==> src/rtl/mem_arb_pkg.sv <==
// Shared types and constants for the fetch/data memory port arbiter.
package mem_arb_pkg;

    localparam int unsigned INSTR_W = 32;

    typedef enum logic [1:0] {
        IDLE       = 2'd0,
        FETCH_WAIT = 2'd1,
        DATA_WAIT  = 2'd2
    } arb_state_t;

endpackage : mem_arb_pkg

==> src/rtl/sat_counter.sv <==
// Saturating up-counter with synchronous clear; clear takes priority over increment.
module sat_counter #(
    parameter int unsigned W   = 4,
    parameter int unsigned MAX = 15
) (
    input  logic         clk,
    input  logic         rst_n,
    input  logic         clr,
    input  logic         inc,
    output logic [W-1:0] cnt
);

    always_ff @(posedge clk or negedge rst_n) begin
        if (!rst_n) begin
            cnt <= '0;
        end else if (clr) begin
            cnt <= '0;
        end else if (inc && (cnt != W'(MAX))) begin
            cnt <= cnt + W'(1);
        end
    end

endmodule : sat_counter

==> src/rtl/mem_port_arbiter.sv <==
// Arbitrates one variable-latency memory port between instruction fetch and data access,
// with data priority, a fetch-fairness burst limit and an access timeout.
module mem_port_arbiter
    import mem_arb_pkg::*;
#(
    parameter int unsigned N           = 64,
    parameter int unsigned MAX_D_BURST = 4,
    parameter int unsigned TIMEOUT     = 255
) (
    input  logic               clk,
    input  logic               reset,
    input  logic               if_req,
    input  logic [N-1:0]       if_addr,
    output logic [INSTR_W-1:0] if_rdata,
    output logic               if_done,
    output logic               if_stall,
    input  logic               dm_req,
    input  logic               dm_we,
    input  logic [N-1:0]       dm_addr,
    input  logic [N-1:0]       dm_wdata,
    output logic [N-1:0]       dm_rdata,
    output logic               dm_done,
    output logic               dm_stall,
    output logic               mem_req,
    output logic               mem_we,
    output logic [N-1:0]       mem_addr,
    output logic [N-1:0]       mem_wdata,
    input  logic [N-1:0]       mem_rdata,
    input  logic               mem_ack,
    output logic               err
);

    localparam int unsigned BURST_W = $clog2(MAX_D_BURST + 1);
    localparam int unsigned TMO_W   = $clog2(TIMEOUT + 1);

    arb_state_t         state_q;
    arb_state_t         state_d;
    logic               mem_req_d;
    logic               mem_we_d;
    logic [N-1:0]       mem_addr_d;
    logic [N-1:0]       mem_wdata_d;
    logic [INSTR_W-1:0] if_rdata_d;
    logic               if_done_d;
    logic [N-1:0]       dm_rdata_d;
    logic               dm_done_d;
    logic               err_d;

    logic               burst_inc_c;
    logic               burst_clr_c;
    logic               tmo_inc_c;
    logic               tmo_clr_c;
    logic               tmo_hit_c;
    logic               data_win_c;
    logic [BURST_W-1:0] burst_cnt;
    logic [TMO_W-1:0]   tmo_cnt;

    assign if_stall = if_req && !if_done;
    assign dm_stall = dm_req && !dm_done;

    // Data grants made while fetch is waiting; at the limit fetch takes the next grant.
    sat_counter #(
        .W   (BURST_W),
        .MAX (MAX_D_BURST)
    ) u_burst_cnt (
        .clk   (clk),
        .rst_n (reset),
        .clr   (burst_clr_c),
        .inc   (burst_inc_c),
        .cnt   (burst_cnt)
    );

    // Cycles spent waiting for mem_ack on the current access.
    sat_counter #(
        .W   (TMO_W),
        .MAX (TIMEOUT)
    ) u_tmo_cnt (
        .clk   (clk),
        .rst_n (reset),
        .clr   (tmo_clr_c),
        .inc   (tmo_inc_c),
        .cnt   (tmo_cnt)
    );

    // This wait cycle brings the count to TIMEOUT, so the access is abandoned at this edge.
    assign tmo_hit_c  = (tmo_cnt == TMO_W'(TIMEOUT - 1));
    assign data_win_c = dm_req && (!if_req || (burst_cnt < BURST_W'(MAX_D_BURST)));

    // Next-state and next-output logic.
    always_comb begin
        state_d     = state_q;
        mem_req_d   = mem_req;
        mem_we_d    = mem_we;
        mem_addr_d  = mem_addr;
        mem_wdata_d = mem_wdata;
        if_rdata_d  = if_rdata;
        if_done_d   = 1'b0;
        dm_rdata_d  = dm_rdata;
        dm_done_d   = 1'b0;
        err_d       = err;
        burst_inc_c = 1'b0;
        burst_clr_c = 1'b0;
        tmo_inc_c   = 1'b0;
        tmo_clr_c   = 1'b1;

        unique case (state_q)
            IDLE: begin
                // The cycle presenting a done pulse never issues a new grant.
                if (!if_done && !dm_done) begin
                    if (data_win_c) begin
                        state_d     = DATA_WAIT;
                        mem_req_d   = 1'b1;
                        mem_we_d    = dm_we;
                        mem_addr_d  = dm_addr;
                        mem_wdata_d = dm_wdata;
                        burst_inc_c = if_req;
                        burst_clr_c = !if_req;
                    end else if (if_req) begin
                        state_d     = FETCH_WAIT;
                        mem_req_d   = 1'b1;
                        mem_we_d    = 1'b0;
                        mem_addr_d  = if_addr;
                        burst_clr_c = 1'b1;
                    end
                end
            end

            FETCH_WAIT, DATA_WAIT: begin
                tmo_clr_c = 1'b0;
                tmo_inc_c = 1'b1;
                if (mem_ack || tmo_hit_c) begin
                    state_d   = IDLE;
                    mem_req_d = 1'b0;
                    mem_we_d  = 1'b0;
                    tmo_clr_c = 1'b1;
                    if (!mem_ack) begin
                        err_d = 1'b1;
                    end
                    if (state_q == FETCH_WAIT) begin
                        if_done_d  = 1'b1;
                        if_rdata_d = mem_ack ? mem_rdata[INSTR_W-1:0] : '0;
                    end else begin
                        dm_done_d  = 1'b1;
                        dm_rdata_d = mem_ack ? mem_rdata : '0;
                    end
                end
            end

            default: begin
                state_d = IDLE;
            end
        endcase
    end

    // State and output registers.
    always_ff @(posedge clk or negedge reset) begin
        if (!reset) begin
            state_q   <= IDLE;
            mem_req   <= 1'b0;
            mem_we    <= 1'b0;
            mem_addr  <= '0;
            mem_wdata <= '0;
            if_rdata  <= '0;
            if_done   <= 1'b0;
            dm_rdata  <= '0;
            dm_done   <= 1'b0;
            err       <= 1'b0;
        end else begin
            state_q   <= state_d;
            mem_req   <= mem_req_d;
            mem_we    <= mem_we_d;
            mem_addr  <= mem_addr_d;
            mem_wdata <= mem_wdata_d;
            if_rdata  <= if_rdata_d;
            if_done   <= if_done_d;
            dm_rdata  <= dm_rdata_d;
            dm_done   <= dm_done_d;
            err       <= err_d;
        end
    end

endmodule : mem_port_arbiter
==> config.mk <==
export PLATFORM = sky130hd
export DESIGN_NAME = mem_port_arbiter
export DESIGN_NICKNAME = d
export VERILOG_FILES = /design/src/rtl/mem_arb_pkg.sv /design/src/rtl/sat_counter.sv /design/src/rtl/mem_port_arbiter.sv
export SDC_FILE = /design/constraint.sdc
export NUM_CORES = 1
export LEC_CHECK = 0
export BUFFER_PORTS_ARGS = -buffer_cell sky130_fd_sc_hd__buf_4
export CORE_AREA = 4 4 189 191
export CTS_CLUSTER_DIAMETER = 100
export DETAILED_ROUTE_END_ITERATION = 7
export DIE_AREA = 0 0 193 195
export SYNTH_ARGS = -nofsm -noshare
export SYNTH_HDL_FRONTEND = slang
export SYNTH_SLANG_ARGS = --single-unit
export TNS_END_PERCENT = 50
==> constraint.sdc <==
create_clock -name clk -period 2.6 [get_ports clk]
set_input_delay 0.52 -clock clk [delete_from_list [all_inputs] [get_ports clk]]
set_output_delay 0.52 -clock clk [all_outputs]
set_load 0.005 [all_outputs]
# Word level (Yosys, flattened, before mapping)
# Index checks and enable logic that the tools add are counted.
# Widths: inputs -> output; s select.
[word_totals]
ff_bits = 242
[classes]
n_addsub = 2
n_lt_le_gt_ge = 1
n_eq_ne = 8
mux = 38
bitwise = 2
reduce_logical = 24
[ops]
columns = ["cell", "count"]
rows = [
  ["$mux 64", 3],
  ["$mux 32", 1],
  ["$mux 1", 23],
  ["$reduce_and 3->1", 6],
  ["$mux 8", 2],
  ["$add 8x1->8 const B", 1],
  ["$eq 8x8->1 const B", 1],
  ["$mux 2", 4],
  ["$ne 8x8->1 const B", 1],
  ["$reduce_bool 2->1", 4],
  ["$logic_and 1x1->1", 6],
  ["$mux 3", 2],
  ["$ne 3x3->1 const B", 2],
  ["$ne 2x2->1 const B", 2],
  ["$pmux 1 s2", 2],
  ["$pmux 2 s2", 1],
  ["$reduce_and 4->1", 1],
  ["$add 3x1->3 const B", 1],
  ["$logic_not 1->1", 3],
  ["$lt 3x3->1 const B", 1],
  ["$eq 2x1->1 const B", 1],
  ["$eq 2x2->1 const B", 1],
  ["$logic_not 2->1", 1],
  ["$logic_or 1x1->1", 2],
  ["2 further kinds", 3],
]

# Longest topological paths before layout
[logic_depth]
word_depth = 9
ltp_mapped = 11
mapped_depth_nobuf = 8

# Hierarchy
# A second synthesis with hierarchy kept.
[hier_totals]
hier_cells = 813
area_unflattened_um2 = 9838.2
[by_module_without_submodules]
columns = ["module", "n_inst", "cells_each", "area_each_um2"]
rows = [
  ["mem_port_arbiter", 1, 754, 9200.1],
  ["sat_counter (u_tmo_cnt)", 1, 42, 444.2],
  ["sat_counter (u_burst_cnt)", 1, 17, 193.9],
]

# Least setup slack after synthesis
# Ideal clock, no wire load.
[synth_timing]
kind = "input to register"
startpoint = "input if_req"
endpoint = "register mem_addr[47]"
setup_time_ps = 82
t_arrival_ps = 2143
t_required_ps = 2518
slack_ps = 375
stages = 11
n_path_buf = 4
cell_sequence = "nand2_1 and2_1 buf_2 inv_2 buf_2 ha_1 nor4b_4 buf_2 buf_4 nor2_1 a31oi_1"
[synth_via]
elab_chain_len = 5
word_cells_on_any_way = 6
classes_between = "mux: 1; reduce/logical: 5"
[synth_lines]
columns = ["element", "line_no", "source"]
rows = [
  ["from (decl)", "mem_port_arbiter.sv:12", "input logic if_req,"],
  ["$logic_not 1->1", "mem_port_arbiter.sv:86", "assign data_win_c = dm_req && (!if_req || (burst_cnt < BURST_W'(MAX_D_BURST)));"],
  ["$logic_or 1x1->1", "mem_port_arbiter.sv:86", ""],
  ["$logic_and 1x1->1", "mem_port_arbiter.sv:86", ""],
  ["$reduce_bool 2->1 (no source line)", "--", ""],
  ["$reduce_and 3->1 (no source line)", "--", ""],
  ["to (signal assigned)", "mem_port_arbiter.sv:171", "mem_addr <= mem_addr_d;"],
  ["to (decl)", "mem_port_arbiter.sv:26", "output logic [N-1:0] mem_addr,"],
]
# Parallel ways exist; a longest one is shown, timed or not.
# A chain may end at the register's enable or synchronous reset.

# Worst setup path in the final report
[layout_timing]
startpoint = "register u_tmo_cnt.cnt[0]"
endpoint = "register dm_rdata[22]"
[layout_via]
elab_chain_len = 3
[layout_lines]
columns = ["element", "line_no", "source"]
rows = [
  ["from (decl)", "sat_counter.sv:10", "output logic [W-1:0] cnt"],
  ["from (signal assigned)", "sat_counter.sv:19", "cnt <= cnt + W'(1);"],
  ["$eq 8x8->1", "mem_port_arbiter.sv:85", "assign tmo_hit_c = (tmo_cnt == TMO_W'(TIMEOUT - 1));"],
  ["$logic_or 1x1->1", "mem_port_arbiter.sv:130", "if (mem_ack || tmo_hit_c) begin"],
  ["$reduce_and 3->1 (no source line)", "--", ""],
  ["to (signal assigned)", "mem_port_arbiter.sv:175", "dm_rdata <= dm_rdata_d;"],
  ["to (decl)", "mem_port_arbiter.sv:21", "output logic [N-1:0] dm_rdata,"],
]
# Every way passes these cells.

==> out/results.ini <==
[global_route]
gr-usage-met3_pct = 3.325
grt_max_degree = 74
grt_pass1_vias = 8447
grt-busiest-layer = met2
grt_antenna_before_repair = 1
overflow = 0
met1_usage_pct = 19.39
grt_usage_pct = 15.82
grt_pass1_wl_mm = 47.90
met2_usage_pct = 27.81

[detailed_routing]
drt_iter0_markers = 335
drc_errors = 0
firstDrtPassIters = 5
vias = 8123
wl_per_cell_um = 18.24
wl_mm = 32.03
antenna_left = 0
viasPerCell = 4.626

[final_layout]
syn_to_final_growth_pct = 53.32
final_layout_size_suffix_gt1_share_pct = 48.65
num_antenna_cells = 0
final_common_cell = buf_4
layout_common_cells = 504 x buf_4, 242 x dfrtp_1, 130 x nand2_1
layout.nets = 1551
instances_no_fill = 1756
regArea_sq_um = 6056
nFillCells = 3282
multi_input_area_sq_um = 3256

[synthesis]
synth_edf_count = 0
synth_cell_types = 48
synth_top_cell_area_share_pct = 62.68
yosys_warnings = 0
syn_avg_cell_area_sq_um = 12.15
yosysTopAreaCell = dfrtp_1
synth-main-ff-cell = dfrtp_1
synthTopCellsByArea = dfrtp_1 63%, a22o_1 8.7%, mux2_2 7.5%
ys_ff_latch = 242
syn-num-nets = 1065
netlist_area_sq_um = 9662
syn_inst = 795
synth-seq-area-share_pct = 62.68
synthArstFlopShare_pct = 100.0

[pwr]
switching_share_pct = 30.99
irDropWorstVdd_v = 0.0005118
seqPwrFrac_pct = 37.9
p_sw_uw = 5434
p_int_uw = 12100
p_clk_share_pct = 22.7
p_per_area_nw_per_um2 = 1184
power.leakage_uw = 0.007317
pwr-share-comb_pct = 39.4

[critical_path]
crit_arrival_ps = 2500
crit_path_end_kind = flip-flop
cp.required_ps = 3020
path_cells = inv_1 -> ha_1 -> nand3_1 -> o21bai_4 -> nand2_2 -> buf_12 -> a22o_1
cp_top_family = simple AND/OR/NAND/NOR gates
criticalPathCategory = reg2reg
rrSetupSlack_ps = 520
worstSetupStartpointType = flip-flop
cp_slowest_cell = dfrtp_1
path_max_fanout = 43
slowest_delay_ps = 450
worst-path-buf-inv = 2

[die]
dieHeight_um = 195
core-area_sq_um = 34120
start_util_pct = 28.32
pin_count = 493
fp.dieW_um = 193
dieArea_sq_um = 37640
rows = 68

[sta]
worstMarginPinSlew_ps = 755.4
hold_viol = 0
fmax_ghz = 0.4799
tns_ps = 0
fin_ws_ps = 516.4
finalSetupViolCount = 0
layout_min_cycle_time_ps = 2084
slew_viol_final = 0
period_share_pct = 80.14
slew_headroom_pct = 49.64
fin_skew_ps = 8.763
rsz0062_at_grt = false

[clock_tree]
cts_max_path_buffers = 3
cts_buffers = 27
clk_latency_ps = 530
clk_pin_slew_worst_paths_ps = 60
h-tree-depth = 1
cts-root-buf = clkbuf_16
cts_tree = built
cts_sinks = 242

[outcome]
status = finished, final reports clean

[placement]
dp_cells = 1706
port_buffers = 492
globalplace.congestion = 0.8278
pre_cts_ws_ps = 277.3
dp_hpwl_mm = 23.60

[hold_path]
worstHoldPathType = in2reg

[run]
maxCapViolations = 0

==> power by group through the flow <==
stage / clock network (uW) / registers [uW] / logic (uW)
6_report: 3990 / 6640 / 6900
4_1_cts: 4110 / 6640 / 7070
3_3_place_gp: 0 / 6640 / 6930
3_5_place_dp: 0 / 6650 / 7070
2_1_floorplan: 0 / 6660 / 2920
5_1_grt: 4250 / 6850 / 7540
==> sequential cells by signal (all words and copies together), names as in the netlist <==
| signal | flops |
|---|---|
| dm_done | 1 |
| dm_rdata | 64 |
| err | 1 |
| if_done | 1 |
| if_rdata | 32 |
| mem_addr | 64 |
| mem_req | 1 |
| mem_wdata | 64 |
| mem_we | 1 |
| state_q | 2 |
| u_burst_cnt.cnt | 3 |
| u_tmo_cnt.cnt | 8 |
==> synth_stat cells (all sizes together), types with 3 or more instances <==
| master | count |
|---|---|
| buf | 34 |
| dfrtp | 242 |
| ha | 8 |
| inv | 8 |
| mux2 | 64 |
| nand2 | 132 |
| nor2b | 3 |
| nand3 | 6 |
| a31oi | 68 |
| and2 | 3 |
| a22o | 96 |
| clkbuf | 23 |
| nor2 | 71 |
==> what timing repair did <==
item                      CTS  global route
hold buffers                1             0
hold endpoints to repair   54             0
gates resized for setup     0             0
buffers inserted            0             0
==> final cells by class <==
type | instances | area share [%]
timing repair buffer | 514 | 26.79
sequential | 242 | 40.88
inverter | 8 | 0.2027
clock inverter | 14 | 1.199
multi-input combinational | 488 | 21.98
tap | 455 | 3.843
clock buffer | 35 | 5.102
==> kinds of logic after synthesis <==
group | after synthesis | share of synthesized area [%]
AOI/OAI and AO/OA | 184 | 14.74
xor gates and xnor gates | 1 | 0.09067
adders and majority gates | 8 | 1.036
buffers and inverters | 65 | 3.652
DFF | 242 | 62.68
muxes | 65 | 7.563
and+or+nand+nor | 230 | 10.24
==> through the flow <==
step           cell area (sq um)  total power [uW]  hold slack, ps  util [%]
6_report                   14810             17530           208.0     43.42
5_1_grt                    14810             18640           190.6     43.42
4_1_cts                    14810             17820           179.6     43.42
3_5_place_dp               13870             13720           461.5     40.65
3_3_place_gp               13870             13570           448.5     40.65
2_1_floorplan               9662              9584           224.4         -
==> layer usage <==
metal  vias up  part of all wire [%]
met3        64                   7.3
met5         -                 0.062
met4         2                   3.0
met2       297                    51
met1      3962                    39
li1       3798                     -
==> path summary, 6_finish.rpt <==
| check | start | to | cells after the start |
|---|---|---|---|
| setup / recovery | u_tmo_cnt.cnt[0] | dm_rdata[22] | 7 |
| hold / removal | mem_rdata[58] | dm_rdata[58] | 2 |
| setup reg to reg | u_tmo_cnt.cnt[0] | dm_rdata[22] | 7 |
| hold reg to reg | err | err | 1 |
| max in group asynchronous | reset | u_tmo_cnt.cnt[5] | 3 |
| min in group asynchronous | reset | mem_wdata[27] | 2 |
No activity file was read; power rests on OpenSTA's default activity.
